### config.mk
export PLATFORM = sky130hd
export DESIGN_NAME = regbank_write_arbiter
export DESIGN_NICKNAME = d
export VERILOG_FILES = /design/src/rtl/regbank_pkg.sv /design/src/rtl/wb_slot.sv /design/src/rtl/regbank_write_arbiter.sv
export SDC_FILE = /design/constraint.sdc
export NUM_CORES = 1
export LEC_CHECK = 0
export CAP_MARGIN = 20
export CORE_MARGIN = 10
export CORE_UTILIZATION = 25
export DETAILED_ROUTE_END_ITERATION = 7
export HOLD_SLACK_MARGIN = 0.03
export SLEW_MARGIN = 40
export SYNTH_ARGS = -nofsm -noshare
export SYNTH_HDL_FRONTEND = slang
export SYNTH_HIERARCHICAL = 1
export SYNTH_SLANG_ARGS = --single-unit
### constraint.sdc
create_clock -name clk -period 7.6 [get_ports clk]
set_input_delay 1.52 -clock clk [delete_from_list [all_inputs] [get_ports clk]]
set_output_delay 1.52 -clock clk [all_outputs]
set_load 0.1 [all_outputs]
### src/rtl/regbank_pkg.sv
// Shared constants and types for the register-bank writeback path.
package regbank_pkg;

    localparam int DATA_W   = 64;
    localparam int ADDR_W   = 5;
    localparam int NUM_REGS = 32;

    typedef struct packed {
        logic [ADDR_W-1:0] addr;
        logic [DATA_W-1:0] data;
    } wb_req_t;

    typedef enum logic {
        PORT_ALU  = 1'b0,
        PORT_LOAD = 1'b1
    } wb_port_e;

endpackage

### src/rtl/wb_slot.sv
// One-entry writeback holding slot; writes to register 0 are accepted but never stored.
module wb_slot #(
    parameter int DATA_W = 64,
    parameter int ADDR_W = 5
) (
    input  logic              clk,
    input  logic              rst,
    input  logic              in_valid,
    input  logic [ADDR_W-1:0] in_addr,
    input  logic [DATA_W-1:0] in_data,
    input  logic              grant,
    output logic              ready,
    output logic              full,
    output logic [ADDR_W-1:0] addr,
    output logic [DATA_W-1:0] data,
    output logic              load
);

    // A slot being drained this cycle can take a new request on the same edge.
    assign ready = !full || grant;
    assign load  = in_valid && ready && (in_addr != '0);

    always_ff @(posedge clk or posedge rst) begin
        if (rst) begin
            full <= 1'b0;
            addr <= '0;
            data <= '0;
        end else if (load) begin
            full <= 1'b1;
            addr <= in_addr;
            data <= in_data;
        end else if (grant) begin
            full <= 1'b0;
        end
    end

endmodule

### src/rtl/regbank_write_arbiter.sv
// Arbitrates the ALU and load writeback slots onto the single register-bank write port,
// preserving same-register order and exposing a pending-register bitmap.
module regbank_write_arbiter #(
    parameter int DATA_W = 64,
    parameter int ADDR_W = 5,
    parameter int CNT_W  = 16
) (
    input  logic              clk,
    input  logic              rst,
    input  logic              req0_valid,
    input  logic [ADDR_W-1:0] req0_addr,
    input  logic [DATA_W-1:0] req0_data,
    output logic              req0_ready,
    input  logic              req1_valid,
    input  logic [ADDR_W-1:0] req1_addr,
    input  logic [DATA_W-1:0] req1_data,
    output logic              req1_ready,
    output logic              regwrite,
    output logic [ADDR_W-1:0] register3,
    output logic [DATA_W-1:0] datain,
    output logic [31:0]       pending,
    output logic [CNT_W-1:0]  stall_cnt
);

    import regbank_pkg::*;

    logic              full0, full1;
    logic [ADDR_W-1:0] addr0, addr1;
    logic [DATA_W-1:0] data0, data1;
    logic              load0, load1;
    logic              grant0, grant1;
    logic              age1;
    wb_port_e          last_grant;

    wb_slot #(.DATA_W(DATA_W), .ADDR_W(ADDR_W)) u_slot0 (
        .clk      (clk),
        .rst      (rst),
        .in_valid (req0_valid),
        .in_addr  (req0_addr),
        .in_data  (req0_data),
        .grant    (grant0),
        .ready    (req0_ready),
        .full     (full0),
        .addr     (addr0),
        .data     (data0),
        .load     (load0)
    );

    wb_slot #(.DATA_W(DATA_W), .ADDR_W(ADDR_W)) u_slot1 (
        .clk      (clk),
        .rst      (rst),
        .in_valid (req1_valid),
        .in_addr  (req1_addr),
        .in_data  (req1_data),
        .grant    (grant1),
        .ready    (req1_ready),
        .full     (full1),
        .addr     (addr1),
        .data     (data1),
        .load     (load1)
    );

    // Same-register writes go oldest first; otherwise alternate between the ports.
    always_comb begin
        grant0 = 1'b0;
        grant1 = 1'b0;
        if (full0 && full1) begin
            if (addr0 == addr1) begin
                if (age1) grant1 = 1'b1;
                else      grant0 = 1'b1;
            end else if (last_grant == PORT_LOAD) begin
                grant0 = 1'b1;
            end else begin
                grant1 = 1'b1;
            end
        end else if (full0) begin
            grant0 = 1'b1;
        end else if (full1) begin
            grant1 = 1'b1;
        end
    end

    always_comb begin
        regwrite  = grant0 || grant1;
        register3 = '0;
        datain    = '0;
        if (grant0) begin
            register3 = addr0;
            datain    = data0;
        end else if (grant1) begin
            register3 = addr1;
            datain    = data1;
        end
    end

    always_comb begin
        pending = '0;
        if (full0) pending = pending | (NUM_REGS'(1) << addr0);
        if (full1) pending = pending | (NUM_REGS'(1) << addr1);
    end

    // age1 is set when slot 1 holds the older entry; a simultaneous load makes port 0 older.
    always_ff @(posedge clk or posedge rst) begin
        if (rst) begin
            age1 <= 1'b0;
        end else if (load0 && load1) begin
            age1 <= 1'b0;
        end else if (load0) begin
            age1 <= full1 && !grant1;
        end else if (load1) begin
            age1 <= !(full0 && !grant0);
        end
    end

    always_ff @(posedge clk or posedge rst) begin
        if (rst) begin
            last_grant <= PORT_LOAD;
        end else if (grant0) begin
            last_grant <= PORT_ALU;
        end else if (grant1) begin
            last_grant <= PORT_LOAD;
        end
    end

    always_ff @(posedge clk or posedge rst) begin
        if (rst) begin
            stall_cnt <= '0;
        end else if (full0 && full1 && (stall_cnt != '1)) begin
            stall_cnt <= stall_cnt + CNT_W'(1);
        end
    end

endmodule

# Word-level counts from Yosys, hierarchy flattened
# Cells that the tools add are included.
# W data, S select, Z words.
op_classes:
  add_sub_neg: 1
  n_mul: 0
  div: 0
  n_lt_le_gt_ge: 0
  eq_ne: 2
  shift: 2
  mux: 26
  bitwise_logic: 1
  n_reduce_logical: 23
ops:
  columns: ["op", "n"]
  rows:
  - ["$mux W64", 2]
  - ["$mux W32", 2]
  - ["$shl A1 B5 Y32 const A", 2]
  - ["$or A32 B32 Y32", 1]
  - ["$mux W1", 20]
  - ["$add A16 B1 Y16 const B", 1]
  - ["$ne A16 B16 Y1 const B", 1]
  - ["$mux W5", 2]
  - ["$reduce_bool A5 Y1", 2]
  - ["$logic_and A1 B1 Y1", 9]
  - ["$reduce_bool A2 Y1", 3]
  - ["$eq A5 B5 Y1", 1]
  - ["$logic_not A1 Y1", 5]
  - ["$logic_or A1 B1 Y1", 3]
  - ["$reduce_bool A3 Y1", 1]
totals:
  regBits: 158
  latchBits: 0
  ramBits: 0
  romBits: 0
  out_inout_bits: 120
  wordCells: 64
  mem_count: 0

# Depth between registers and ports, before layout
# Gate-level depths: netlist of the first run.
depth:
  depth_word: 9
  mapped_depth: 13
  mapped_depth_nobuf: 10

# By module
# The synthesis of the first run kept the hierarchy.
modules_own_cells:
  columns: ["module", "instances", "cells_each", "area_per_inst_um2"]
  rows:
  - ["wb_slot", 2, 155, 2910.3]
  - ["regbank_write_arbiter", 1, 254, 2092.0]

# Worst setup path before layout of the first run
# Ideal clock, no wire load.
synth_timing:
  kind: "register -> output"
  startpoint: "reg u_slot1.full"
  endpoint: "out pending[15]"
  t_arrival_ns: 3.124
  path_slack_ns: 2.956
  stages_incl_launch_ff: 4
  path_cell_list: "dfrtp_1 -> clkbuf_1 -> nand2_1 -> o32ai_1"
synth_between:
  elab_chain_cells: 1
synth_lines:
  columns: ["item", "line", "source"]
  rows:
  - ["from (decl)", "wb_slot.sv:13", "output logic full,"]
  - ["from (signal assigned)", "wb_slot.sv:25", "full <= 1'b0;"]
  - ["from (signal assigned)", "wb_slot.sv:29", "full <= 1'b1;"]
  - ["from (signal assigned)", "wb_slot.sv:33", "full <= 1'b0;"]
  - ["$mux W32", "regbank_write_arbiter.sv:99", "if (full1) pending = pending | (NUM_REGS'(1) << addr1);"]
  - ["to (decl)", "regbank_write_arbiter.sv:21", "output logic [31:0] pending,"]
# Every way passes these cells.

# Worst setup path in the final report of the first run
layout_timing:
  startpoint: "reg u_slot1.addr[0]"
  endpoint: "out datain[9]"
layout_between:
  elab_chain_cells: 5
layout_lines:
  columns: ["item", "line", "source"]
  rows:
  - ["from (decl)", "wb_slot.sv:14", "output logic [ADDR_W-1:0] addr,"]
  - ["from (signal assigned)", "wb_slot.sv:30", "addr <= in_addr;"]
  - ["$eq A5 B5 Y1 (*)", "regbank_write_arbiter.sv:68", "if (addr0 == addr1) begin"]
  - ["$mux W1", "regbank_write_arbiter.sv:68", null]
  - ["$mux W1", "regbank_write_arbiter.sv:67", "if (full0 && full1) begin"]
  - ["$mux W64", "regbank_write_arbiter.sv:90", "end else if (grant1) begin"]
  - ["$mux W64 (*)", "regbank_write_arbiter.sv:87", "if (grant0) begin"]
  - ["to (decl)", "regbank_write_arbiter.sv:20", "output logic [DATA_W-1:0] datain,"]
# Mark *: on every way between the ends. The rest lies on a longest branch, timed or not.

==> results of run 1 <==
-- placed cells by master (no fill, tap or decap), types with 5 or more instances in the layout --
master	netlist	layout
nand2_1	17	17
clkdlybuf4s50_1	0	141
inv_6	0	5
nand4_1	10	10
a22o_1	77	77
nand2b_1	6	6
xnor2_1	17	17
dfrtp_1	157	157
nand3_1	14	14
buf_2	10	120
buf_4	0	5
or3_1	5	5
mux2_1	9	9
clkbuf_16	0	17
nor2_1	7	7
o22ai_1	30	30
mux2_4	120	120
-- cell usage after synthesis, types with 5 or more instances --
master / n / area share [%]
nand2b_1: 6 / 0.47
buf_2: 10 / 0.63
nand2_1: 17 / 0.81
dfrtp_1: 157 / 50
buf_8: 12 / 2.3
mux2_4: 120 / 23
nand3_1: 14 / 0.89
nor2_1: 7 / 0.33
or3_1: 5 / 0.40
inv_1: 7 / 0.33
a22o_1: 77 / 8.5
nand4_1: 10 / 0.79
mux2_1: 9 / 1.3
o22ai_1: 30 / 2.4
xnor2_1: 17 / 1.9
clkbuf_1: 12 / 0.57
-- metrics by stage --
stage | hold slack (ns) | utilization [%] | setup WS [ns]
2_1_floorplan | 0.461 | - | 2.96
3_3_place_gp | 0.475 | 34.4 | 2.23
3_5_place_dp | 0.485 | 32.6 | 3.11
4_1_cts | 0.500 | 34.5 | 2.64
5_1_grt | 0.517 | 34.5 | 2.49
6_report | 0.497 | 34.5 | 2.69
-- flip-flops by register name, summed over array words and instances (netlist names) --
name and cells:
u_slot1/addr 5, u_slot0/addr 5, u_slot0/data 64, age1 1, stall_cnt 16, last_grant 1
u_slot1/full 1, u_slot0/full 1, u_slot1/data 64
-- worst paths after layout --
| check | cells past startpoint | from | end | slack [ns] |
|---|---|---|---|---|
| min | 1 | u_slot1/data[26]$_DFFE_PP0P_ | u_slot1/data[26]$_DFFE_PP0P_ | 0.50 |
| max in group asynchronous | 3 | rst | u_slot1/data[13]$_DFFE_PP0P_ | 5.03 |
| max | 8 | u_slot1/addr[0]$_DFFE_PP0P_ | datain[9] | 2.69 |
| min reg2reg | 1 | u_slot1/data[26]$_DFFE_PP0P_ | u_slot1/data[26]$_DFFE_PP0P_ | 0.50 |
| min in group asynchronous | 2 | rst | u_slot0/data[59]$_DFFE_PP0P_ | 1.38 |
| max reg2reg | 12 | u_slot1/addr[0]$_DFFE_PP0P_ | age1$_DFFE_PP0P_ | 3.69 |
-- cell type report --
type                    count  share of cell area, %
clock buffers              17                   3.93
clock inverters            15                   1.38
inverters                  10                  0.370
multi-input cells         358                   33.4
flip-flops and latches    158                   36.6
well taps                 402                   4.65
repair buffers            272                   19.7
-- logic make-up (layout without fill, tap and decap cells) --
kind of cell	after synthesis	count (layout)	synth area share, %
AO/OA/AOI/OAI	127	127	13.5
XOR/XNOR	20	20	2.21
adder cells (fa/ha/maj)	1	1	0.158
buffers and inverters	48	314	4.52
flip-flops	158	158	50.0
multiplexers	129	129	24.1
AND/OR/NAND/NOR	81	81	5.58
-- metal layers --
layer	up-vias	GRT usage [%]
met5	-	0
met4	2	2.42
met3	8	5.62
met2	231	19.4
met1	2846	15.9
li1	2618	-
==> flow_metrics.tcl, run 1 <==
set metrics [dict create \
    max_freq_mhz 204 \
    min_period_ns 4.91 \
    core_mm2 0.0314 \
    antenna_found_initial 2 \
    period_share_pct 64.6 \
    drc 0 \
    cp-start-kind "register" \
    critical_path.endpoint_type "output port" \
    ys_ff_latch 158 \
    clock-root-buffer "clkbuf_16" \
    drv_slew 0 \
    ios 262 \
    rsz0062_at_grt "false" \
    syn_inst 564 \
    antenna_cells 0 \
    grt_pass1_wl_mm 38.2 \
    clock_sink_count 158 \
    clk_latency_ns 0.42 \
    nets 960 \
    critPathSlowestCell "dfrtp_1" \
    cts_setup_buffers 0 \
    maxSlewHeadroom_pct 54.1 \
    synthFlopType "dfrtp_1" \
    first_pass_iters 5 \
    vias_per_cell 4.63 \
    gp_congestion 0.901 \
    path_cells "xnor2_1 -> nand3_1 -> or3_1 -> a31oi_4 -> buf_4 -> buf_12 -> a22o_1 -> buf_2" \
    tns_ns 0 \
    crit_arrival_ns 3.39 \
    top_layer "met5" \
    globalRouteOverflowTotal 0 \
    dr_wl_met3_mm 2.59 \
    fp-row-count 65 \
    cts_hold_buf 0 \
    status "finished, final reports clean" \
    ant_nets 0 \
    vias 5705 \
    post_cts_resized 0 \
    grt_max_degree 64 \
    wl_met1_mm 10.9 \
    nFillCells 3103 \
    worst-setup-path-type "register to output port" \
    multi_input_area_mm2 0.00361 \
    path_clk_slew_ns 0.07 \
    start_util_pct 25.2 \
    synth_cell_type_count 45 \
    die-area_mm2 0.0392 \
    drt_wl_total_mm 25.0 \
    grtUsageTotal_pct 12.6 \
    crit_family "buffers and inverters" \
    cts_max_level 4 \
    hold_viol 0 \
    syn_to_final_growth_pct 36.7 \
    drv_cap 0 \
    drt-initial-drc-count 231 \
    avgSynthCellArea_um2 14.0 \
    routedWlPerCell_um 20.3 \
    ys_warn_count 6 \
    synthArstFlopShare_pct 100 \
    drive_above_1_share_pct 36.3 \
    ys_seq_area_share_pct 50.0 \
    placed_cells 1200 \
    critPathMaxFanout 35 \
    numCtsBuffers 17 \
    dp_hpwl_mm 18.0 \
    synth.cell_area_mm2 0.00791 \
    instances_no_fill 1232 \
    worstMarginPinSlew_ns 0.688 \
    cp_data_required_time_ns 6.08 \
    cts_tree "done" \
    grt_pass1_vias 6174 \
    die_h_um 198 \
    clk_path_buf_depth 2 \
    worstHoldPathType "register to register" \
    placed_area_mm2 0.0102 \
    syn_nets 707 \
    cp_num_buf_inv 3 \
    synth-edff-count 0 \
    portBuffers 261 \
    register_area_mm2 0.00396 \
    fin_area_mm2 0.0108 \
    finalClockSkew_ns 0.0183 \
    route.met2.wl_mm 11.4 \
    die_width_um 198 \
    finalSetupViolCount 0 \
    critical-path-max-stage-delay_ns 0.50 \
]
Power of run 1 is left out: the tool's default activity adds up to more than one toggle a clock period on the data nets, which glitch-free logic cannot reach.
==> run 2: changes to the inputs <==
Clock period 7.6 ns to 4.9 ns, I/O delays scaled along.
==> run 2 against run 1 <==
  * Routed wire length shrank 0.24%
  * Via count is essentially flat
  * Clock-buffer cell count grew 3
  * Non-clock buffer count grew 2
  * Final area grew 2.0%
  * Core utilization grew 0.68 points
  * Global-route usage is essentially flat
  * Register-to-register slack lost 2.2 ns
  * Die area is the same
  * Hold slack lost 0.0042 ns
  * Critical path depth shrank 1
  * Cell count is the same
==> flow_metrics.tcl, run 2 (same netlist as run 1, synthesis figures left out) <==
set metrics [dict create \
    cp_data_required_time_ns 3.92 \
    finalSetupViolCount 0 \
    ios 262 \
    tns_ns 0 \
    start_util_pct 25.2 \
    finalClockSkew_ns 0.00803 \
    rr_worst_depth 11 \
    first_pass_iters 4 \
    placed_area_mm2 0.0105 \
    dpl_worst_slack_ns 1.33 \
    core_mm2 0.0314 \
    cts_tree "done" \
    worstHoldPathType "register to register" \
    r2r-start "u_slot1/addr[0]$_DFFE_PP0P_" \
    min_period_ns 4.02 \
    grt_pass1_wl_mm 37.8 \
    r2r_end "age1$_DFFE_PP0P_" \
    cp-start-kind "register" \
    syn_to_final_growth_pct 39.4 \
    grt_max_degree 51 \
    hold-path-endpoint "u_slot1/data[27]$_DFFE_PP0P_" \
    clock_sink_count 158 \
    antenna_cells 0 \
    post_cts_resized 0 \
    clk_latency_ns 0.42 \
    setup_ws_ns 0.876 \
    drt_wl_total_mm 25.0 \
    status "finished, final reports clean" \
    drt-initial-drc-count 266 \
    nets 962 \
    portBuffers 261 \
    numCtsBuffers 17 \
    cts_max_level 4 \
    die_width_um 198 \
    cts_hold_buf 0 \
    antenna_found_initial 0 \
    hold_viol 0 \
    globalRouteOverflowTotal 0 \
    clk_path_buf_depth 2 \
    die-area_mm2 0.0392 \
    worstHoldStart "u_slot1/data[27]$_DFFE_PP0P_" \
    drive_above_1_share_pct 35.9 \
    gp_congestion 0.824 \
    worstMarginPinSlew_ns 0.703 \
    routedWlPerCell_um 20.3 \
    maxSlewHeadroom_pct 53.1 \
    period_share_pct 82.1 \
    critPathMaxFanout 50 \
    worst-setup-path-type "register to output port" \
    rsz0062_at_grt "false" \
    fin_area_mm2 0.0110 \
    path_clk_slew_ns 0.06 \
    grtUsageTotal_pct 12.5 \
    worstHoldPathCells 1 \
    fp-row-count 65 \
    drv_slew 0 \
    vias 5707 \
    drv_cap 0 \
    crit_arrival_ns 3.04 \
    final_common_cell "dfrtp_1" \
    vias_per_cell 4.63 \
    grt_pass1_vias 6126 \
    clock-root-buffer "clkbuf_16" \
    largestRegisters "u_slot0/data x64, u_slot1/data x64, stall_cnt x16" \
    cts_setup_buffers 0 \
    final_cell_mix "dfrtp_1, clkdlybuf4s50_1, mux2_4, buf_4, a22o_1" \
    die_h_um 198 \
    drc 0 \
    max_freq_mhz 249 \
    whs_ns 0.493 \
    ant_nets 0 \
    dp_hpwl_mm 18.2 \
    critical_path.endpoint_type "output port" \
    rrSetupSlack_ns 1.46 \
]
[run 2: cell count changes in the layout (fill, tap and decap cells not counted), moves of 3 or more]
cell       before  now
bufinv_16       0    3
inv_8           4    0
buf_6           4    0
clkbuf_1        0    3
inv_6           5    1
buf_2         120   45
buf_4           5   84
[run 2: critical path, cell delays in order, from the launching register on]
cell and delay, ns:
dfrtp_1 0.58, xnor2_1 0.17, nand3_1 0.22, or3_1 0.44
a31oi_4 0.26, buf_12 0.29, a22o_1 0.28, buf_4 0.32
[run 2: worst max path at each step]
stage	startpoint	endpoint	slack [ns]	depth (start not counted)
final	u_slot1/addr[0]$_DFFE_PP0P_	datain[5]	0.88	7
after global routing	u_slot1/addr[0]$_DFFE_PP0P_	datain[5]	0.64	7
after CTS	u_slot1/addr[0]$_DFFE_PP0P_	datain[5]	0.85	7
after detailed placement	u_slot1/addr[0]$_DFFE_PP0P_	datain[5]	1.33	7
after global placement	req0_addr[0]	u_slot0/data[59]$_DFFE_PP0P_	1.16	5
after floorplan	u_slot1/full$_DFFE_PP0P_	pending[15]	0.80	3
[run 2: per-stage QoR]
stage,utilization (%),instances
floorplan,-,564
global placement,33.9,1200
detailed placement,33.3,1202
CTS,35.1,1232
global route,35.1,1232
finish,35.1,1232
[run 2: final cells by class]
type	instances	area [µm²]
Clock inverter	10	141
Inverter	10	47.5
Tap cell	402	503
Multi-Input combinational cell	358	3610
Timing Repair Buffer	274	2340
Sequential cell	158	3960
Clock buffer	20	437
Fill cell	3070	20400
[run 2: per-layer routing]
metal / global-route usage, % / routed length, µm
met5: 0 / 0
met1: 15.5 / 10800
met2: 19.6 / 11500
met3: 5.06 / 2330
met4: 3.73 / 401
Power of run 2 is left out for the same reason.
==> run 3: changes to the inputs <==
Clock period 4.9 ns to 4.11 ns, I/O delays scaled along.
==> run 3 against run 2 <==
  * Global-route usage grew 0.54 points
  * Hold slack gained 0.0045 ns
  * Clock-buffer cell count shrank 2
  * Critical endpoint is now datain[63]
  * Register-to-register slack lost 0.44 ns
==> flow_metrics.tcl, run 3 (same netlist as run 1, synthesis figures left out) <==
set metrics [dict create \
    drc 0 \
    final_common_cell "dfrtp_1" \
    path_cells "xnor2_1 -> nand3_1 -> or3_1 -> a31oi_4 -> buf_4 -> a22o_1 -> buf_12" \
    gp_congestion 0.837 \
    ant_nets 0 \
    fp-row-count 65 \
    rsz0062_at_grt "false" \
    cts_hold_buf 0 \
    cts_tree "done" \
    dp_hpwl_mm 19.3 \
    antenna_cells 0 \
    globalRouteOverflowTotal 0 \
    crit_arrival_ns 2.91 \
    portBuffers 261 \
    critical-path-max-stage-delay_ns 0.51 \
    critPathSlowestCell "dfrtp_1" \
    start_util_pct 25.2 \
    drv_slew 0 \
    drt-initial-drc-count 276 \
    cp_data_required_time_ns 3.29 \
    vias 5713 \
    cts_max_level 4 \
    clock_sink_count 158 \
    critical_path.endpoint_type "output port" \
    clk_latency_ns 0.43 \
    grt_pass1_wl_mm 39.3 \
    grt_max_degree 47 \
    drt_wl_total_mm 25.8 \
    path_clk_slew_ns 0.07 \
    register_area_mm2 0.00396 \
    syn_to_final_growth_pct 52.7 \
    core_mm2 0.0314 \
    worstMarginPinSlew_ns 0.710 \
    nFillCells 2999 \
    finalClockSkew_ns 0.0182 \
    status "finished, final reports clean" \
    finalSetupViolCount 0 \
    min_period_ns 3.73 \
    antenna_found_initial 1 \
    die-area_mm2 0.0392 \
    multi_input_area_mm2 0.00361 \
    cts_setup_buffers 0 \
    die_h_um 198 \
    maxSlewHeadroom_pct 52.6 \
    clk_path_buf_depth 2 \
    routedWlPerCell_um 20.8 \
    worstHoldPathType "register to register" \
    drive_above_1_share_pct 36.7 \
    worst-setup-path-type "register to output port" \
    tns_ns 0 \
    numCtsBuffers 17 \
    ios 262 \
    rr_worst_depth 10 \
    grt_pass1_vias 6297 \
    cp.depth 7 \
    first_pass_iters 5 \
    clock-root-buffer "clkbuf_16" \
    period_share_pct 90.9 \
    final_cell_mix "dfrtp_1, clkdlybuf4s50_1, mux2_4, a22o_1, buf_12" \
    drv_cap 0 \
    grtUsageTotal_pct 13.1 \
    cp_num_buf_inv 2 \
    post_cts_resized 0 \
    crit_family "simple AND/OR/NAND/NOR gates" \
    cp-start-kind "register" \
    max_freq_mhz 268 \
    hold_viol 0 \
    critPathMaxFanout 22 \
    largestRegisters "u_slot0/data x64, u_slot1/data x64, stall_cnt x16" \
    nets 967 \
    vias_per_cell 4.61 \
    worstHoldPathCells 1 \
    die_width_um 198 \
]
run 3: cell types whose count changed in the layout (fill, tap and decap cells not counted), sizes merged:
| cell | change |
|---|---|
| inv | +6 |
| buf | +5 |
| bufinv | -2 |
| clkbuf | -2 |
| clkinv | -2 |
| clkinvlp | +2 |
run 3: final cells by class:
cell class	instances	share of cell area, %
sequential	158	32.7
multi-input combinational	358	29.9
timing repair buffer	279	28.1
tap	402	4.16
clock buffer	18	3.55
clock inverter	14	1.25
inverter	10	0.331
run 3: per-stage QoR:
| stage | std cells | area [µm²] | hold WS [ns] | utilization [%] | setup slack [ns] |
|---|---|---|---|---|---|
| 2_1_floorplan | 564 | 7910 | 0.461 | - | 0.164 |
| 3_3_place_gp | 1203 | 11500 | 0.476 | 36.7 | 0.721 |
| 3_5_place_dp | 1207 | 11500 | 0.484 | 36.6 | 0.769 |
| 4_1_cts | 1239 | 12100 | 0.500 | 38.5 | 0.290 |
| 5_1_grt | 1239 | 12100 | 0.517 | 38.5 | 0.166 |
| 6_report | 1239 | 12100 | 0.497 | 38.5 | 0.375 |
run 3: per-layer routing:
| layer | up-vias | track usage (%) | routed length [µm] |
|---|---|---|---|
| met5 | - | 0 | 20 |
| met4 | 2 | 3.16 | 234 |
| met3 | 16 | 5.87 | 2600 |
| met2 | 221 | 20.7 | 12200 |
| met1 | 2844 | 15.8 | 10800 |
| li1 | 2630 | - | - |
run 3: path summary, 6_finish.rpt:
| check | from | endpoint | slack, ns |
|---|---|---|---|
| max in group asynchronous | rst | u_slot1/data[47]$_DFFE_PP0P_ | 2.60 |
| worst min register to register | u_slot1/data[26]$_DFFE_PP0P_ | u_slot1/data[26]$_DFFE_PP0P_ | 0.50 |
| worst max register to register | u_slot1/addr[0]$_DFFE_PP0P_ | u_slot1/data[47]$_DFFE_PP0P_ | 1.02 |
| min in group asynchronous | rst | u_slot1/data[3]$_DFFE_PP0P_ | 0.78 |
| worst min-delay path | u_slot1/data[26]$_DFFE_PP0P_ | u_slot1/data[26]$_DFFE_PP0P_ | 0.50 |
| worst max-delay path | u_slot1/addr[0]$_DFFE_PP0P_ | datain[63] | 0.38 |
Power of run 3 is left out for the same reason.
